==> src/rtl/panda_pulse_sched.sv <==
// panda_pulse_sched: sequences one pulse block through an armed pulse train.
// Loads DELAY/WIDTH when idle. Holds writes made during a train in shadow
// registers until the sequencer returns to idle. Issues COUNT single-cycle
// triggers PERIOD clocks apart, defers a due trigger while the block queue
// is too full, then waits for the block to drain. Flushes the block on
// ARM, on DISARM and on any block error.
// Ports:
//   clk_i, rst_i (sync, active-low)
//   ARM/DISARM/CFG_WR strobes; CFG_DELAY/CFG_WIDTH/PERIOD/COUNT config
//   queue_i/out_i/perr_i/overflow_i   pulse block status
//   inp_o/DELAY_o/WIDTH_o/FORCE_RST_o pulse block controls
//   ACTIVE/DONE/ERR_ABORT/TRIG_CNT/STATE status (all registered)
module panda_pulse_sched #(
    parameter int unsigned QUEUE_HI = 1000,
    parameter int unsigned QW       = 11
) (
    input  logic          clk_i,
    input  logic          rst_i,
    input  logic          ARM,
    input  logic          DISARM,
    input  logic          CFG_WR,
    input  logic [47:0]   CFG_DELAY,
    input  logic [47:0]   CFG_WIDTH,
    input  logic [31:0]   PERIOD,
    input  logic [31:0]   COUNT,
    input  logic [QW-1:0] queue_i,
    input  logic          out_i,
    input  logic          perr_i,
    input  logic          overflow_i,
    output logic          inp_o,
    output logic [47:0]   DELAY_o,
    output logic [47:0]   WIDTH_o,
    output logic          FORCE_RST_o,
    output logic          ACTIVE,
    output logic          DONE,
    output logic          ERR_ABORT,
    output logic [31:0]   TRIG_CNT,
    output logic [1:0]    STATE
);

    localparam int unsigned DW = 48;
    localparam int unsigned CW = 32;

    typedef enum logic [1:0] {
        ST_IDLE  = 2'd0,
        ST_FLUSH = 2'd1,
        ST_RUN   = 2'd2,
        ST_DRAIN = 2'd3
    } state_t;

    state_t        state_q, state_d;
    logic [CW-1:0] period_q, period_d;
    logic [CW-1:0] count_q, count_d;
    logic [CW-1:0] timer_q, timer_d;
    logic [CW-1:0] trig_cnt_q, trig_cnt_d;
    logic          inp_q, inp_d;
    logic          force_q, force_d;
    logic          done_q, done_d;
    logic          err_q, err_d;
    logic          active_q, active_d;
    logic [DW-1:0] delay_q, delay_d;
    logic [DW-1:0] width_q, width_d;
    logic [DW-1:0] sh_delay_q, sh_delay_d;
    logic [DW-1:0] sh_width_q, sh_width_d;
    logic          sh_pend_q, sh_pend_d;

    logic blk_err;
    logic throttle;

    assign blk_err  = perr_i | overflow_i;
    assign throttle = (queue_i >= QW'(QUEUE_HI));

    // Next-state, pacing and configuration shadowing
    always_comb begin
        state_d    = state_q;
        period_d   = period_q;
        count_d    = count_q;
        timer_d    = timer_q;
        trig_cnt_d = trig_cnt_q;
        inp_d      = 1'b0;
        force_d    = 1'b0;
        done_d     = 1'b0;
        err_d      = err_q;
        delay_d    = delay_q;
        width_d    = width_q;
        sh_delay_d = sh_delay_q;
        sh_width_d = sh_width_q;
        sh_pend_d  = sh_pend_q;

        // Applied values only change while idle; a direct write beats a pending shadow
        if (state_q == ST_IDLE) begin
            if (CFG_WR) begin
                delay_d   = CFG_DELAY;
                width_d   = CFG_WIDTH;
                sh_pend_d = 1'b0;
            end else if (sh_pend_q) begin
                delay_d   = sh_delay_q;
                width_d   = sh_width_q;
                sh_pend_d = 1'b0;
            end
        end else if (CFG_WR) begin
            sh_delay_d = CFG_DELAY;
            sh_width_d = CFG_WIDTH;
            sh_pend_d  = 1'b1;
        end

        case (state_q)
            ST_IDLE: begin
                if (ARM) begin
                    state_d    = ST_FLUSH;
                    trig_cnt_d = '0;
                    err_d      = 1'b0;
                    period_d   = (PERIOD < CW'(2)) ? CW'(2) : PERIOD;
                    count_d    = COUNT;
                    timer_d    = '0;
                end
            end
            ST_FLUSH: begin
                force_d = 1'b1;
                if (DISARM) begin
                    state_d = ST_IDLE;
                end else if (count_q == '0) begin
                    state_d = ST_IDLE;
                    done_d  = 1'b1;
                end else begin
                    state_d = ST_RUN;
                end
            end
            ST_RUN: begin
                if (DISARM) begin
                    force_d = 1'b1;
                    state_d = ST_IDLE;
                end else if (blk_err) begin
                    force_d = 1'b1;
                    err_d   = 1'b1;
                    state_d = ST_IDLE;
                end else if (timer_q == '0) begin
                    // Timer stays at zero while throttled so the trigger fires on release
                    if (!throttle) begin
                        inp_d      = 1'b1;
                        trig_cnt_d = trig_cnt_q + CW'(1);
                        timer_d    = period_q - CW'(1);
                        if (trig_cnt_q + CW'(1) >= count_q) begin
                            state_d = ST_DRAIN;
                        end
                    end
                end else begin
                    timer_d = timer_q - CW'(1);
                end
            end
            ST_DRAIN: begin
                if (DISARM) begin
                    force_d = 1'b1;
                    state_d = ST_IDLE;
                end else if (blk_err) begin
                    force_d = 1'b1;
                    err_d   = 1'b1;
                    state_d = ST_IDLE;
                end else if ((queue_i == '0) && !out_i) begin
                    done_d  = 1'b1;
                    state_d = ST_IDLE;
                end
            end
            default: state_d = ST_IDLE;
        endcase

        active_d = (state_d != ST_IDLE);
    end

    // State and output registers
    always_ff @(posedge clk_i) begin
        if (!rst_i) begin
            state_q    <= ST_IDLE;
            period_q   <= '0;
            count_q    <= '0;
            timer_q    <= '0;
            trig_cnt_q <= '0;
            inp_q      <= 1'b0;
            force_q    <= 1'b0;
            done_q     <= 1'b0;
            err_q      <= 1'b0;
            active_q   <= 1'b0;
            delay_q    <= '0;
            width_q    <= '0;
            sh_delay_q <= '0;
            sh_width_q <= '0;
            sh_pend_q  <= 1'b0;
        end else begin
            state_q    <= state_d;
            period_q   <= period_d;
            count_q    <= count_d;
            timer_q    <= timer_d;
            trig_cnt_q <= trig_cnt_d;
            inp_q      <= inp_d;
            force_q    <= force_d;
            done_q     <= done_d;
            err_q      <= err_d;
            active_q   <= active_d;
            delay_q    <= delay_d;
            width_q    <= width_d;
            sh_delay_q <= sh_delay_d;
            sh_width_q <= sh_width_d;
            sh_pend_q  <= sh_pend_d;
        end
    end

    assign inp_o       = inp_q;
    assign DELAY_o     = delay_q;
    assign WIDTH_o     = width_q;
    assign FORCE_RST_o = force_q;
    assign ACTIVE      = active_q;
    assign DONE        = done_q;
    assign ERR_ABORT   = err_q;
    assign TRIG_CNT    = trig_cnt_q;
    assign STATE       = state_q;

endmodule
==> config.mk <==
export PLATFORM = sky130hd
export DESIGN_NAME = panda_pulse_sched
export DESIGN_NICKNAME = d
export VERILOG_FILES = /design/src/rtl/panda_pulse_sched.sv
export SDC_FILE = /design/constraint.sdc
export NUM_CORES = 1
export LEC_CHECK = 0
export ABC_AREA = 1
export CAP_MARGIN = 10
export CORE_UTILIZATION = 40
export CTS_CLUSTER_SIZE = 12
export DETAILED_ROUTE_END_ITERATION = 7
export PLACE_DENSITY = 0.77
export SYNTH_ARGS = -nofsm -noshare
export SYNTH_HDL_FRONTEND = slang
export SYNTH_SLANG_ARGS = --single-unit
==> constraint.sdc <==
create_clock -name clk_i -period 8.84 [get_ports clk_i]
set_input_delay 2.21 -clock clk_i [delete_from_list [all_inputs] [get_ports clk_i]]
set_output_delay 2.21 -clock clk_i [all_outputs]
set_load 0.03 [all_outputs]
==> metrics <==
dpl ws=between 4 and 5 ns; First-pass DRT Iterations=6; final core occ=0.525; Non-Filler Cell Area, Final=0.0198 sq mm; syn_nets=approximately 2400; H-Tree Level Count=2; FP Rows=71; Main synth FF type=dfxtp_1; Setup TNS=0 ns; worst-margin pin slew=1.10 ns; GRT overflow=0; vias per cell=5.25; Hold Crit Class=flop to flop; Cell variety after synth=43; cell area after placement=0.0187 sq mm; FF+latch count, synth=328; GP Congestion=0.941; Sw Ratio=0.302; final worst-path cycle share=0.485; Period minus WS final=4.29 ns; Leak Pwr=7.66 nW; Power Density=194 mW/mm^2; worst reg2reg path depth=16; Max Cap Viol=0; Comb pwr share=0.196; R2R setup slack=5.21 ns; top fanout value on the critical path=32; Hold-fix buffers, CTS=0; Iter 0 DRT Violations=~1100; Internal Pwr Total=0.00269 W; share of layout cells above drive strength 1=0.0585; upper clock frequency limit=233 MHz; Routed WL=47100 um; unrepaired setup endpoints after global routing=no; clock skew=0.0255 ns; Post-synth EDFFs=0; Die X=around 200 um; max-slew violations=0; CTS tree=done; Critical Path End Type=flop; Relative slew margins=0.267; # DRC=0; post-CTS setup buffer count=0; Ys Warns=0; r2r startpoint=TRIG_CNT[0]; Top Ports=314; # clock sinks=328; CP arrival=4.75 ns; Filler cells=around 3600; CTS-repair resized insts=0; worst skew pair latency=0.56 ns; Clk network pwr share=0.378; final hold violation count=0; Tot Pwr=0.00385 W; CTS root buf=clkbuf_16; crit path capture=timer_q[12]; pin count of the biggest net entering global routing=between 100 and 150; Syn Area/Cell=7.02 sq um; Critical Path RT=9.30 ns; Initial Util=0.407; ANT nets after route=0; worst vdd ir=0.000162 V; core area=between 0.03 and 0.04 sq mm; Total Routing Usage GR=0.236; initial antenna violation count=1; Clock Tree Buf Depth=3; vias in the first global route=14871; asr flop ratio synth=0; Mapped Cells=2186; part of the power in registers=0.426; Netlist Area Pre-Place=between 0.015 and 0.02 sq mm; Post-layout nets=~2600; # setup viols final=0; crit path from=queue_i[3]; Via Count=15515; CTS buffer count=37; port bufs=313; global-route wire length before repair=~75000 um; sequential element share of the synthesized area=0.428; die height=about 200 um; die area=0.0392 sq mm; Worst-path clk slew=~0.06 ns; r2r endpoint=ACTIVE; Startpoint Class=primary input; Sw Pwr=0.00116 W; WL per Instance=15.9 um; run status=complete, no violations; Setup WS post-layout=4.55 ns; post-detail-place hpwl=31900 um; synthesis-to-layout area growth=29.1%; critical path class=primary input to flop
cells in the mapped netlist (4+ instances only):
cell type  instances  area share
buf_2              8      0.0026
a21oi_2            5      0.0029
buf_1              7      0.0017
o21ai_0          181       0.059
nor2_1           114       0.028
nand3b_1           5      0.0024
nor2_2            20      0.0081
clkbuf_1         110       0.027
xnor2_1            7      0.0040
nand4_1           22      0.0090
o21bai_1           4      0.0020
nor4_1            18      0.0073
a21oi_1          248       0.081
nor3_1            16      0.0052
nand3_1           42       0.014
xor2_1            24       0.014
ha_1              34       0.028
a31oi_1           97       0.040
inv_1            160       0.039
nand2_2           24      0.0098
inv_2              6      0.0015
nand2_1          661        0.16
dfxtp_1          328        0.43
a211oi_1          11      0.0054
o21ai_1            5      0.0016
worst max-delay path, cell delays in order:
cell and delay [ns]:
clkdlybuf4s50_1 0.48, o211ai_1 0.10, o21ai_0 0.48, nand2_1 0.13, nand2_2 0.33, inv_2 0.25, nor2_2 0.13, buf_4 0.34
nand2_1 0.09, a21oi_1 0.17
cells in the final DEF (no fill, tap or decap), drive strengths merged, types with 2 or more instances in the layout:
cell type      count
dfxtp            328
inv              167
o21bai             4
nand2            687
xor2              24
xnor2              7
ha                34
a31oi             97
o211ai             2
clkdlybuf4s50    311
nand3b             5
a21oi            253
clkinv            15
o21ai            186
clkbuf            51
nor2             137
nand4             22
a211oi            11
nor4              20
nor3              19
nand3             44
or2                2
buf               13
through the flow:
| step | std cells | hold slack, ns |
|---|---|---|
| after floorplan | 2186 | 0.429 |
| after global placement | 2891 | 0.447 |
| after detailed placement | 2891 | 0.452 |
| after CTS | 2955 | 0.461 |
| after global routing | 2956 | 0.474 |
| final | 2956 | 0.458 |
registers in the layout, indices dropped and copies added (netlist names):
signal,cells
DELAY_o,48
WIDTH_o,48
sh_delay_q,48
sh_width_q,48
TRIG_CNT,32
count_q,32
period_q,32
timer_q,32
STATE,2
ACTIVE,1
DONE,1
ERR_ABORT,1
FORCE_RST_o,1
inp_o,1
sh_pend_q,1
logic make-up after synthesis:
| logic type | after synthesis | synth area share |
|---|---|---|
| DFF | 328 | 0.428 |
| xor gates and xnor gates | 31 | 0.0177 |
| and+or+nand+nor | 936 | 0.255 |
| adders and majority gates | 34 | 0.0277 |
| buffers and inverters | 299 | 0.0770 |
| AOI/OAI and AO/OA | 558 | 0.195 |
power groups by stage:
stage / clock network [W] / registers [W] / logic (W)
2_1_floorplan: 0 / 0.00175 / 0.000365
3_3_place_gp: 0 / 0.00167 / 0.000741
3_5_place_dp: 0 / 0.00167 / 0.000752
4_1_cts: 0.00149 / 0.00164 / 0.000755
5_1_grt: 0.00155 / 0.00165 / 0.000826
6_report: 0.00146 / 0.00164 / 0.000757
worst min-delay path by stage:
stage,startpoint,endpoint,slack [ns],cells after the start
after CTS,sh_width_q[38],sh_width_q[38],0.46,2
final,sh_delay_q[33],sh_delay_q[33],0.46,2
after global placement,sh_delay_q[38],sh_delay_q[38],0.45,2
after global routing,sh_delay_q[23],sh_delay_q[23],0.47,2
after detailed placement,sh_width_q[38],sh_width_q[38],0.45,2
after floorplan,sh_pend_q,sh_pend_q,0.43,2
final cells by class:
class	instances	area [sq um]	area share
Antenna cell	1	2.50	0.000126
Multi-Input combinational cell	1559	7630	0.385
Inverter	169	641	0.0323
Tap cell	511	639	0.0323
Clock buffer	51	1040	0.0524
Timing Repair Buffer	324	3210	0.162
Clock inverter	13	98.8	0.00499
Sequential cell	328	6570	0.331
metal layers:
layer | vias to the layer above | track usage | wire [um]
met5 | - | 0 | 0
met2 | 538 | 0.390 | 22100
met4 | 0 | 0.100 | 1550
li1 | 7674 | - | -
met1 | 7209 | 0.298 | 20000
met3 | 94 | 0.0487 | 3410
(Power assumes the default switching activity.)
